[config.mk]
export PLATFORM = sky130hd
export DESIGN_NAME = equeue_rs
export DESIGN_NICKNAME = d
export VERILOG_FILES = /design/src/rtl/equeue_rs.sv
export SDC_FILE = /design/constraint.sdc
export NUM_CORES = 1
export LEC_CHECK = 0
export ABC_AREA = 1
export BUFFER_PORTS_ARGS = -buffer_cell sky130_fd_sc_hd__buf_2
export CAP_MARGIN = 20
export CORE_MARGIN = 5
export CORE_UTILIZATION = 25
export CTS_CLUSTER_SIZE = 24
export DETAILED_ROUTE_END_ITERATION = 8
export PLACE_DENSITY = 0.41
export SYNTH_ARGS = -nofsm -noshare
export SYNTH_HDL_FRONTEND = slang
export SYNTH_SLANG_ARGS = --single-unit
[constraint.sdc]
create_clock -name clk -period 3.48 [get_ports clk]
set_clock_uncertainty 0.05 [all_clocks]
set_input_delay 0.348 -clock clk [delete_from_list [all_inputs] [get_ports clk]]
set_output_delay 0.348 -clock clk [all_outputs]
set_load 0.01 [all_outputs]
[src/rtl/equeue_rs.sv]
`default_nettype none
// ============================================================================
// Module   : equeue_rs
// Brief    : Compacting reservation station with CDB snoop; KIND selects the
//            INT / DIV (oldest-ready-first) or LS (in-order head) issue rules.
// Revision : 1.0
// ============================================================================
module equeue_rs #(
    parameter int KIND  = 0,
    parameter int DEPTH = 4
) (
    input  logic        clk,
    input  logic        rst_n,
    input  logic        dispatch_en,
    output logic        dispatch_ready,
    input  logic [5:0]  dispatch_opcode,
    input  logic [5:0]  dispatch_rdtag,
    input  logic [5:0]  dispatch_rstag,
    input  logic [5:0]  dispatch_rttag,
    input  logic [31:0] dispatch_rsdata,
    input  logic [31:0] dispatch_rtdata,
    input  logic        dispatch_rsvalid,
    input  logic        dispatch_rtvalid,
    input  logic [15:0] dispatch_offset,
    input  logic [5:0]  cdb_tag,
    input  logic [31:0] cdb_data,
    input  logic        cdb_valid,
    output logic        issue_ready,
    output logic [5:0]  issue_opcode,
    output logic [5:0]  issue_rdtag,
    output logic [5:0]  issue_rttag,
    output logic [31:0] issue_rsdata,
    output logic [31:0] issue_rtdata,
    output logic [31:0] issue_addr,
    output logic [31:0] issue_data,
    input  logic        issue_done
);

    localparam int              c_CW    = $clog2(DEPTH + 1);
    localparam int              c_IW    = $clog2(DEPTH);
    localparam logic [c_CW-1:0] c_DEPTH = c_CW'(DEPTH);
    localparam bit              c_IS_LS = (KIND == 2);

    typedef struct packed {
        logic        valid;
        logic [5:0]  opcode;
        logic [5:0]  rdtag;
        logic [5:0]  rstag;
        logic [5:0]  rttag;
        logic [31:0] rsdata;
        logic [31:0] rtdata;
        logic        rsvalid;
        logic        rtvalid;
        logic [15:0] offset;
    } entry_t;

    entry_t            r_ent [DEPTH];
    logic [c_CW-1:0]   r_count;

    logic [DEPTH-1:0]  w_rdy;
    logic [c_IW-1:0]   w_sel;
    logic              w_sel_vld;
    entry_t            w_sel_ent;
    logic              w_pop;
    logic              w_push;
    logic [c_CW-1:0]   w_wr_idx;
    logic [c_CW-1:0]   w_count_nxt;
    entry_t            w_incoming;
    entry_t            w_snp [DEPTH+1];
    entry_t            w_nxt [DEPTH];

    function automatic entry_t f_snoop(input entry_t e, input logic v,
                                       input logic [5:0] t, input logic [31:0] d);
        entry_t r;
        r = e;
        if (v && r.valid && !r.rsvalid && (r.rstag == t)) begin
            r.rsdata  = d;
            r.rsvalid = 1'b1;
        end
        if (v && r.valid && !r.rtvalid && (r.rttag == t)) begin
            r.rtdata  = d;
            r.rtvalid = 1'b1;
        end
        return r;
    endfunction

    // A load's rt field names its destination, so only rs gates it.
    function automatic logic f_ready(input entry_t e);
        if (c_IS_LS && !e.opcode[0]) begin
            return e.valid && e.rsvalid;
        end
        return e.valid && e.rsvalid && e.rtvalid;
    endfunction

    for (genvar g = 0; g < DEPTH; g++) begin : g_rdy
        assign w_rdy[g] = f_ready(r_ent[g]);
    end

    if (c_IS_LS) begin : g_sel_head
        assign w_sel     = '0;
        assign w_sel_vld = w_rdy[0];
    end else begin : g_sel_oldest
        always_comb begin
            w_sel     = '0;
            w_sel_vld = 1'b0;
            for (int i = DEPTH - 1; i >= 0; i--) begin
                if (w_rdy[i]) begin
                    w_sel     = c_IW'(i);
                    w_sel_vld = 1'b1;
                end
            end
        end
    end

    assign w_sel_ent      = r_ent[w_sel];
    assign dispatch_ready = (r_count < c_DEPTH);

    always_comb begin
        issue_ready  = 1'b0;
        issue_opcode = '0;
        issue_rdtag  = '0;
        issue_rttag  = '0;
        issue_rsdata = '0;
        issue_rtdata = '0;
        issue_addr   = '0;
        issue_data   = '0;
        if (w_sel_vld) begin
            issue_ready  = 1'b1;
            issue_opcode = w_sel_ent.opcode;
            issue_rdtag  = w_sel_ent.rdtag;
            issue_rttag  = w_sel_ent.rttag;
            issue_rsdata = w_sel_ent.rsdata;
            issue_rtdata = w_sel_ent.rtdata;
            if (c_IS_LS) begin
                issue_addr = w_sel_ent.rsdata
                           + {{16{w_sel_ent.offset[15]}}, w_sel_ent.offset};
                issue_data = w_sel_ent.rtdata;
            end
        end
    end

    // Snoop, remove the popped slot by shifting younger entries down, then
    // append the dispatched entry at the first free slot of the result.
    always_comb begin
        w_pop  = issue_done && w_sel_vld;
        w_push = dispatch_en && (r_count < c_DEPTH);

        w_incoming.valid   = 1'b1;
        w_incoming.opcode  = dispatch_opcode;
        w_incoming.rdtag   = dispatch_rdtag;
        w_incoming.rstag   = dispatch_rstag;
        w_incoming.rttag   = dispatch_rttag;
        w_incoming.rsdata  = dispatch_rsdata;
        w_incoming.rtdata  = dispatch_rtdata;
        w_incoming.rsvalid = dispatch_rsvalid;
        w_incoming.rtvalid = dispatch_rtvalid;
        w_incoming.offset  = dispatch_offset;
        w_incoming         = f_snoop(w_incoming, cdb_valid, cdb_tag, cdb_data);

        for (int i = 0; i < DEPTH; i++) begin
            w_snp[i] = f_snoop(r_ent[i], cdb_valid, cdb_tag, cdb_data);
        end
        w_snp[DEPTH] = '0;

        w_wr_idx = r_count - {{(c_CW-1){1'b0}}, w_pop};
        for (int i = 0; i < DEPTH; i++) begin
            w_nxt[i] = (w_pop && (c_IW'(i) >= w_sel)) ? w_snp[i+1] : w_snp[i];
            if (w_push && (w_wr_idx == c_CW'(i))) begin
                w_nxt[i] = w_incoming;
            end
        end

        w_count_nxt = r_count + {{(c_CW-1){1'b0}}, w_push}
                              - {{(c_CW-1){1'b0}}, w_pop};
    end

    always_ff @(posedge clk or negedge rst_n) begin
        if (!rst_n) begin
            for (int i = 0; i < DEPTH; i++) begin
                r_ent[i] <= '0;
            end
            r_count <= '0;
        end else begin
            for (int i = 0; i < DEPTH; i++) begin
                r_ent[i] <= w_nxt[i];
            end
            r_count <= w_count_nxt;
        end
    end

endmodule
`default_nettype wire

==> results of run 1 <==
sequential cells by signal, indices dropped and copies added (netlist names):
signal and cells:
r_ent 364, r_count 3
worst min-delay path, delay by kind of cell:
family / cells / cell delay, ns
buffers and inverters: 1 / 0.15
AO/OA/AOI/OAI: 1 / 0.08
AND/OR/NAND/NOR: 1 / 0.06
placed cells by master, fill, tap and decap left out, drive strengths merged, types with 13 or more instances in the layout:
cell	instances
inv	468
o21ai	102
nor2	96
dlygate4sd3	21
nand3	704
and2	32
xnor2	13
o22ai	85
dfrtp	367
clkbuf	76
xor2	20
conb	64
buf	315
a21oi	110
o211ai	183
nand2	1525
per-stage QoR:
step | hold slack [ns] | total power [mW]
CTS | 0.00168 | 28.7
floorplan | 0.00241 | 17.1
global route | 0.0274 | 30.8
detailed placement | 0.324 | 23.2
finish | 0.0399 | 28.7
global placement | 0.318 | 23.2
worst min-delay path by stage:
stage	from	cells past startpoint	to
finish	dispatch_rttag[5]	3	r_ent[194]
global route	dispatch_rttag[5]	3	r_ent[301]
CTS	dispatch_rttag[5]	3	r_ent[301]
detailed placement	rst_n	1	r_ent[318]
global placement	rst_n	1	r_ent[318]
floorplan	rst_n	0	r_count[0]
where the power goes:
group          internal [mW]  switching, mW  leakage (nW)
Combinational           5.03           11.1          10.3
Sequential              6.25           1.00          4.59
Clock                   3.14           2.21         0.824
cells by family after synthesis:
kind of cell             synth area share
AND/OR/NAND/NOR                     0.385
buffers and inverters               0.134
XOR/XNOR                           0.0111
adder cells (fa/ha/maj)           0.00173
flip-flops                          0.353
AO/OA/AOI/OAI                       0.115
other                            0.000144
layer usage:
layer,GRT usage,up-vias
met4,0.0626,0
met5,0,-
met3,0.0359,204
met2,0.350,1096
li1,-,13200
met1,0.325,13500
synth_stat cells:
cell type,number
nand2_1,1517
nand3_1,699
inv_1,456
dfrtp_1,367
o211ai_1,183
clkbuf_1,133
buf_2,115
a21oi_1,110
nor2_1,92
o22ai_1,85
buf_4,76
o21ai_0,68
o21ai_1,33
and2_1,32
xor2_1,20
buf_1,18
xnor2_1,13
inv_2,10
nand2_2,8
nand3_2,5
nand4_1,5
nor3_1,5
nor2_2,4
nor3_2,4
nand3b_1,3
buf_6,2
ha_1,2
nand2b_1,2
clkinv_1,1
conb_1,1
fa_1,1
o21ai_4,1
or2_2,1
final cells by class:
class / instances / area, µm² / area share
Multi-Input combinational cell: 2957 / 13700 / 0.450
Sequential cell: 367 / 9180 / 0.300
Timing Repair Buffer: 336 / 2470 / 0.0808
Inverter: 467 / 1770 / 0.0580
Tap cell: 1380 / 1730 / 0.0565
Clock buffer: 76 / 1520 / 0.0497
Clock inverter: 14 / 128 / 0.00418
Antenna cell: 9 / 22.5 / 0.000737
repair_timing:
item	4_1_cts	5_1_grt
endpoints found under the hold margin	88	0
hold buffers	21	0
resized for setup	1	1
buffers inserted	0	0
setup endpoints to repair	3	11
==> impl_metrics.env, run 1 <==
export IMPL_power_density_nw_per_um2=938
export IMPL_cts_htree_levels=2
export IMPL_slew_headroom=0.247
export IMPL_synth_cells=4072
export IMPL_hpwl_um=81400
export IMPL_die_area_um2=111000
export IMPL_critical_path_class="register to output pin"
export IMPL_fillers=11700
export IMPL_timing_rr_start="r_ent[124]"
export IMPL_r2r_end="r_ent[337]"
export IMPL_gp_congestion=0.820
export IMPL_wl_per_cell_um=23.3
export IMPL_die_y_um=332
export IMPL_synth_area_per_cell_um2=6.38
export IMPL_io_buffers=216
export IMPL_netlist_cell_type_count=33
export IMPL_ys_ff_latch=367
export IMPL_ant_nets=0
export IMPL_status="complete, no violations"
export IMPL_path_delay_family="buffers and inverters"
export IMPL_syn2layout_area_growth_pct=17.6
export IMPL_timing_setup_tns_ns=0
export IMPL_cp_arrival_ns=3.06
export IMPL_drcViolationCount=0
export IMPL_critPathMaxStageDelay_ns=0.50
export IMPL_rsz0062_at_grt="true"
export IMPL_avgViaCountPerCell=4.99
export IMPL_worstPathMaxFanout=28
export IMPL_finalCriticalPeriod_ns=3.46
export IMPL_wl_met1_um=60500
export IMPL_worstSetupEndpoint="issue_rtdata[4]"
export IMPL_cpMaxStageDelayCell="a21oi_1"
export IMPL_period_share=0.994
export IMPL_ios=297
export IMPL_yosys_warnings=0
export IMPL_post_dp_cell_area_um2=28700
export IMPL_cts_clk_slew_worst_paths_ns=0.06
export IMPL_synth_area_top_cells="dfrtp_1 35%, nand2_1 22%, nand3_1 13%, inv_1 6.6%, o211ai_1 5.3%"
export IMPL_hp_class="input port to register"
export IMPL_rrSetupSlack_ns=0.25
export IMPL_synth_area_um2=26000
export IMPL_rows=118
export IMPL_vias=28000
export IMPL_fmax_mhz=289
export IMPL_grt_pass1_vias=26700
export IMPL_route_met3_wl_um=9010
export IMPL_ir_drop_v=0.000970
export IMPL_path_depth=9
export IMPL_dp_slack_ns=0.307
export IMPL_final_util=0.296
export IMPL_clock_sinks=367
export IMPL_worstPathRequired_ns=3.08
export IMPL_cp_num_buf_inv=4
export IMPL_cp_start_kind="register"
export IMPL_grt_overflow=0
export IMPL_design_area_um2=30600
export IMPL_cts_tree="yes"
export IMPL_antenna_found_initial=9
export IMPL_cts_root_buf="clkbuf_16"
export IMPL_drv_slew=0
export IMPL_clockBufferDepth=3
export IMPL_wl_met2_um=57400
export IMPL_worstSetupStartpoint="r_ent[231]"
export IMPL_first_pass_iters=6
export IMPL_tightest_slew_ns=1.13
export IMPL_ys_seq_area_frac=0.353
export IMPL_cts_buffers=49
export IMPL_yosysTopAreaCell="dfrtp_1"
export IMPL_synth_top_area_frac=0.353
export IMPL_placed_cells=5486
export IMPL_coreArea_um2=103000
export IMPL_crit_chain="nand3_1 > nand2_2 > buf_4 > nor2_4 > inv_4 > buf_12 > o211ai_1 > a21oi_1 > buf_2"
export IMPL_rr_worst_depth=16
export IMPL_grt_pass1_wl_um=188000
export IMPL_dr_first_iter_drc_count=2445
export IMPL_highest_layer="met4"
export IMPL_start_util=0.251
export IMPL_max_cap_violations=0
export IMPL_drive_gt1_frac=0.106
export IMPL_worst_slack_ns=0.0212
export IMPL_die_x_um=332
export IMPL_nNetsFinal=4330
export IMPL_grt_usage=0.225
export IMPL_hold_violations=0
export IMPL_fin_cells=5606
export IMPL_grt_max_degree=98
export IMPL_finalSetupViolCount=0
export IMPL_leakagePower_nw=15.7
export IMPL_cp_end_kind="output pin"
export IMPL_clock_latency_ns=0.61
export IMPL_wl_um=130000
No activity file was read; power rests on OpenSTA's default activity.
==> inputs of run 2 (changes only) <==
--- a/config.mk
+++ b/config.mk
@@ -12,7 +12,7 @@
 export CORE_UTILIZATION = 25
 export CTS_CLUSTER_SIZE = 24
 export DETAILED_ROUTE_END_ITERATION = 8
-export PLACE_DENSITY = 0.41
+export PLACE_DENSITY = 0.51
 export SYNTH_ARGS = -nofsm -noshare
 export SYNTH_HDL_FRONTEND = slang
 export SYNTH_SLANG_ARGS = --single-unit
==> impl_metrics.env, run 2 (synthesized netlist as in run 1, its figures left out) <==
export IMPL_combPwrFrac=0.569
export IMPL_reg_largest_list="r_ent: 364 flops, r_count: 3 flops"
export IMPL_seq_power_share=0.262
export IMPL_start_util=0.251
export IMPL_crit_top_cell="nand2_1"
export IMPL_die_y_um=332
export IMPL_fin_total_pwr_mw=27.7
export IMPL_status="complete, no violations"
export IMPL_hpwl_um=75800
export IMPL_ant_nets=0
export IMPL_hp_class="input port to register"
export IMPL_wl_per_cell_um=21.6
export IMPL_cp_end_kind="output pin"
export IMPL_tightest_slew_ns=0.950
export IMPL_cts_clk_slew_worst_paths_ns=0.06
export IMPL_nNetsFinal=4321
export IMPL_clock_latency_ns=0.59
export IMPL_drcViolationCount=0
export IMPL_cts_htree_levels=2
export IMPL_clockBufferDepth=3
export IMPL_drv_slew=0
export IMPL_cp_arrival_ns=2.94
export IMPL_ff_latch_area_um2=9180
export IMPL_period_share=0.958
export IMPL_cts_buffers=43
export IMPL_fmax_mhz=300
export IMPL_power_density_nw_per_um2=917
export IMPL_rsz0062_at_grt="false"
export IMPL_crit_chain="nand3_1 > inv_1 > nand2_1 > nand2_1 > nand2_4 > buf_4 > o21ai_0 > a21oi_1 > buf_2"
export IMPL_die_x_um=332
export IMPL_worstPathRequired_ns=3.08
export IMPL_worstPathMaxFanout=32
export IMPL_first_pass_iters=7
export IMPL_grt_pass1_wl_um=176000
export IMPL_coreArea_um2=103000
export IMPL_finalSetupViolCount=0
export IMPL_critical_path_class="register to output pin"
export IMPL_antenna_found_initial=14
export IMPL_netSwitchingPower_mw=13.8
export IMPL_gp_congestion=0.849
export IMPL_ir_drop_v=0.000846
export IMPL_grt_overflow=0
export IMPL_avgViaCountPerCell=5.01
export IMPL_max_cap_violations=0
export IMPL_multiInputGateArea_um2=13700
export IMPL_largest_reg_flops=364
export IMPL_ios=297
export IMPL_cp_start_kind="register"
export IMPL_final_common_cell="nand2_1"
export IMPL_final_cell_mix="1513 x nand2_1, 699 x nand3_1, 456 x inv_1"
export IMPL_cts_root_buf="clkbuf_16"
export IMPL_clock_sinks=367
export IMPL_vias=28000
export IMPL_critPathMaxStageDelay_ns=0.49
export IMPL_hold_violations=0
export IMPL_io_buffers=216
export IMPL_swShare=0.497
export IMPL_cts_tree="yes"
export IMPL_wl_um=120000
export IMPL_finalCriticalPeriod_ns=3.33
export IMPL_syn2layout_area_growth_pct=16.2
export IMPL_fillers=11500
export IMPL_clkPwrFrac=0.169
export IMPL_dr_first_iter_drc_count=3050
export IMPL_leakagePower_nw=15.6
export IMPL_cts_setup_buffers=0
export IMPL_cpMaxStageDelayCell="buf_4"
export IMPL_grt_pass1_vias=26800
export IMPL_top_register="r_ent"
export IMPL_grt_max_degree=92
export IMPL_die_area_um2=111000
export IMPL_timing_setup_tns_ns=0
export IMPL_slew_headroom=0.366
export IMPL_internal_power_mw=13.9
export IMPL_rows=118
export IMPL_drive_gt1_frac=0.102
export IMPL_grt_usage=0.207
run 2: changes by cell type in the layout (fill, tap and decap cells not counted), moves of 5 or more:
cell	previous run	this run
buf_4	65	72
dlygate4sd3_1	21	16
clkinv_2	10	5
clkbuf_16	51	45
clkbuf_8	15	8
buf_12	34	29
run 2: routing by layer:
metal / GRT usage / vias up / part of all wire
li1: - / 13200 / -
met1: 0.275 / 13200 / 0.42
met2: 0.334 / 1359 / 0.46
met3: 0.0372 / 255 / 0.084
met4: 0.0831 / 8 / 0.038
met5: 0 / - / 0.00041
run 2: critical path: cells and delay by family (launching register included):
family,cells,cell delay [ns]
AOI/OAI and AO/OA,2,0.63
buffers and inverters,3,0.76
DFF,1,0.41
and+or+nand+nor,4,0.53
run 2: per-stage QoR:
step	instance area [µm²]	instances	setup slack, ns	hold WS, ns	utilization
after CTS	30100	5577	0.0529	0.00191	0.292
after global placement	28600	5488	0.340	0.401	0.277
after floorplan	26200	4135	0.867	0.00241	-
final	30200	5585	0.146	0.0244	0.292
after global routing	30200	5581	0.00352	0.0415	0.292
after detailed placement	28600	5488	0.273	0.386	0.277
run 2: power by group through the flow:
stage / Combinational (mW) / Clock [mW] / Sequential [mW]
floorplan: 10.1 / 0 / 7.02
global placement: 15.4 / 0 / 7.25
detailed placement: 15.5 / 0 / 7.27
CTS: 15.6 / 4.76 / 7.22
global route: 17.3 / 4.91 / 7.46
finish: 15.7 / 4.68 / 7.26
run 2: worst paths after layout:
kind / to / startpoint / cells past startpoint / slack, ns
setup reg to reg: r_ent[337] / r_ent[338] / 16 / 0.22
hold / removal: r_ent[411] / dispatch_rstag[2] / 3 / 0.02
min in group asynchronous: r_ent[258] / rst_n / 2 / 0.33
max in group asynchronous: r_ent[409] / rst_n / 4 / 2.05
setup / recovery: issue_rsdata[3] / r_ent[16] / 9 / 0.15
hold reg to reg: r_ent[401] / r_ent[401] / 2 / 0.43
run 2: what timing repair did:
| item | in CTS | in global routing |
|---|---|---|
| resized for setup | 0 | 7 |
| hold endpoints to repair | 84 | 0 |
| endpoints found under the setup margin | 0 | 14 |
| hold buffers | 16 | 0 |
run 2: layout make-up:
cell class,count,share of cell area
multi-input cells,2957,0.455
repair buffers,333,0.0786
well taps,1380,0.0572
clock buffers,67,0.0427
clock inverters,6,0.00265
diodes,8,0.000663
inverters,467,0.0591
flip-flops and latches,367,0.304
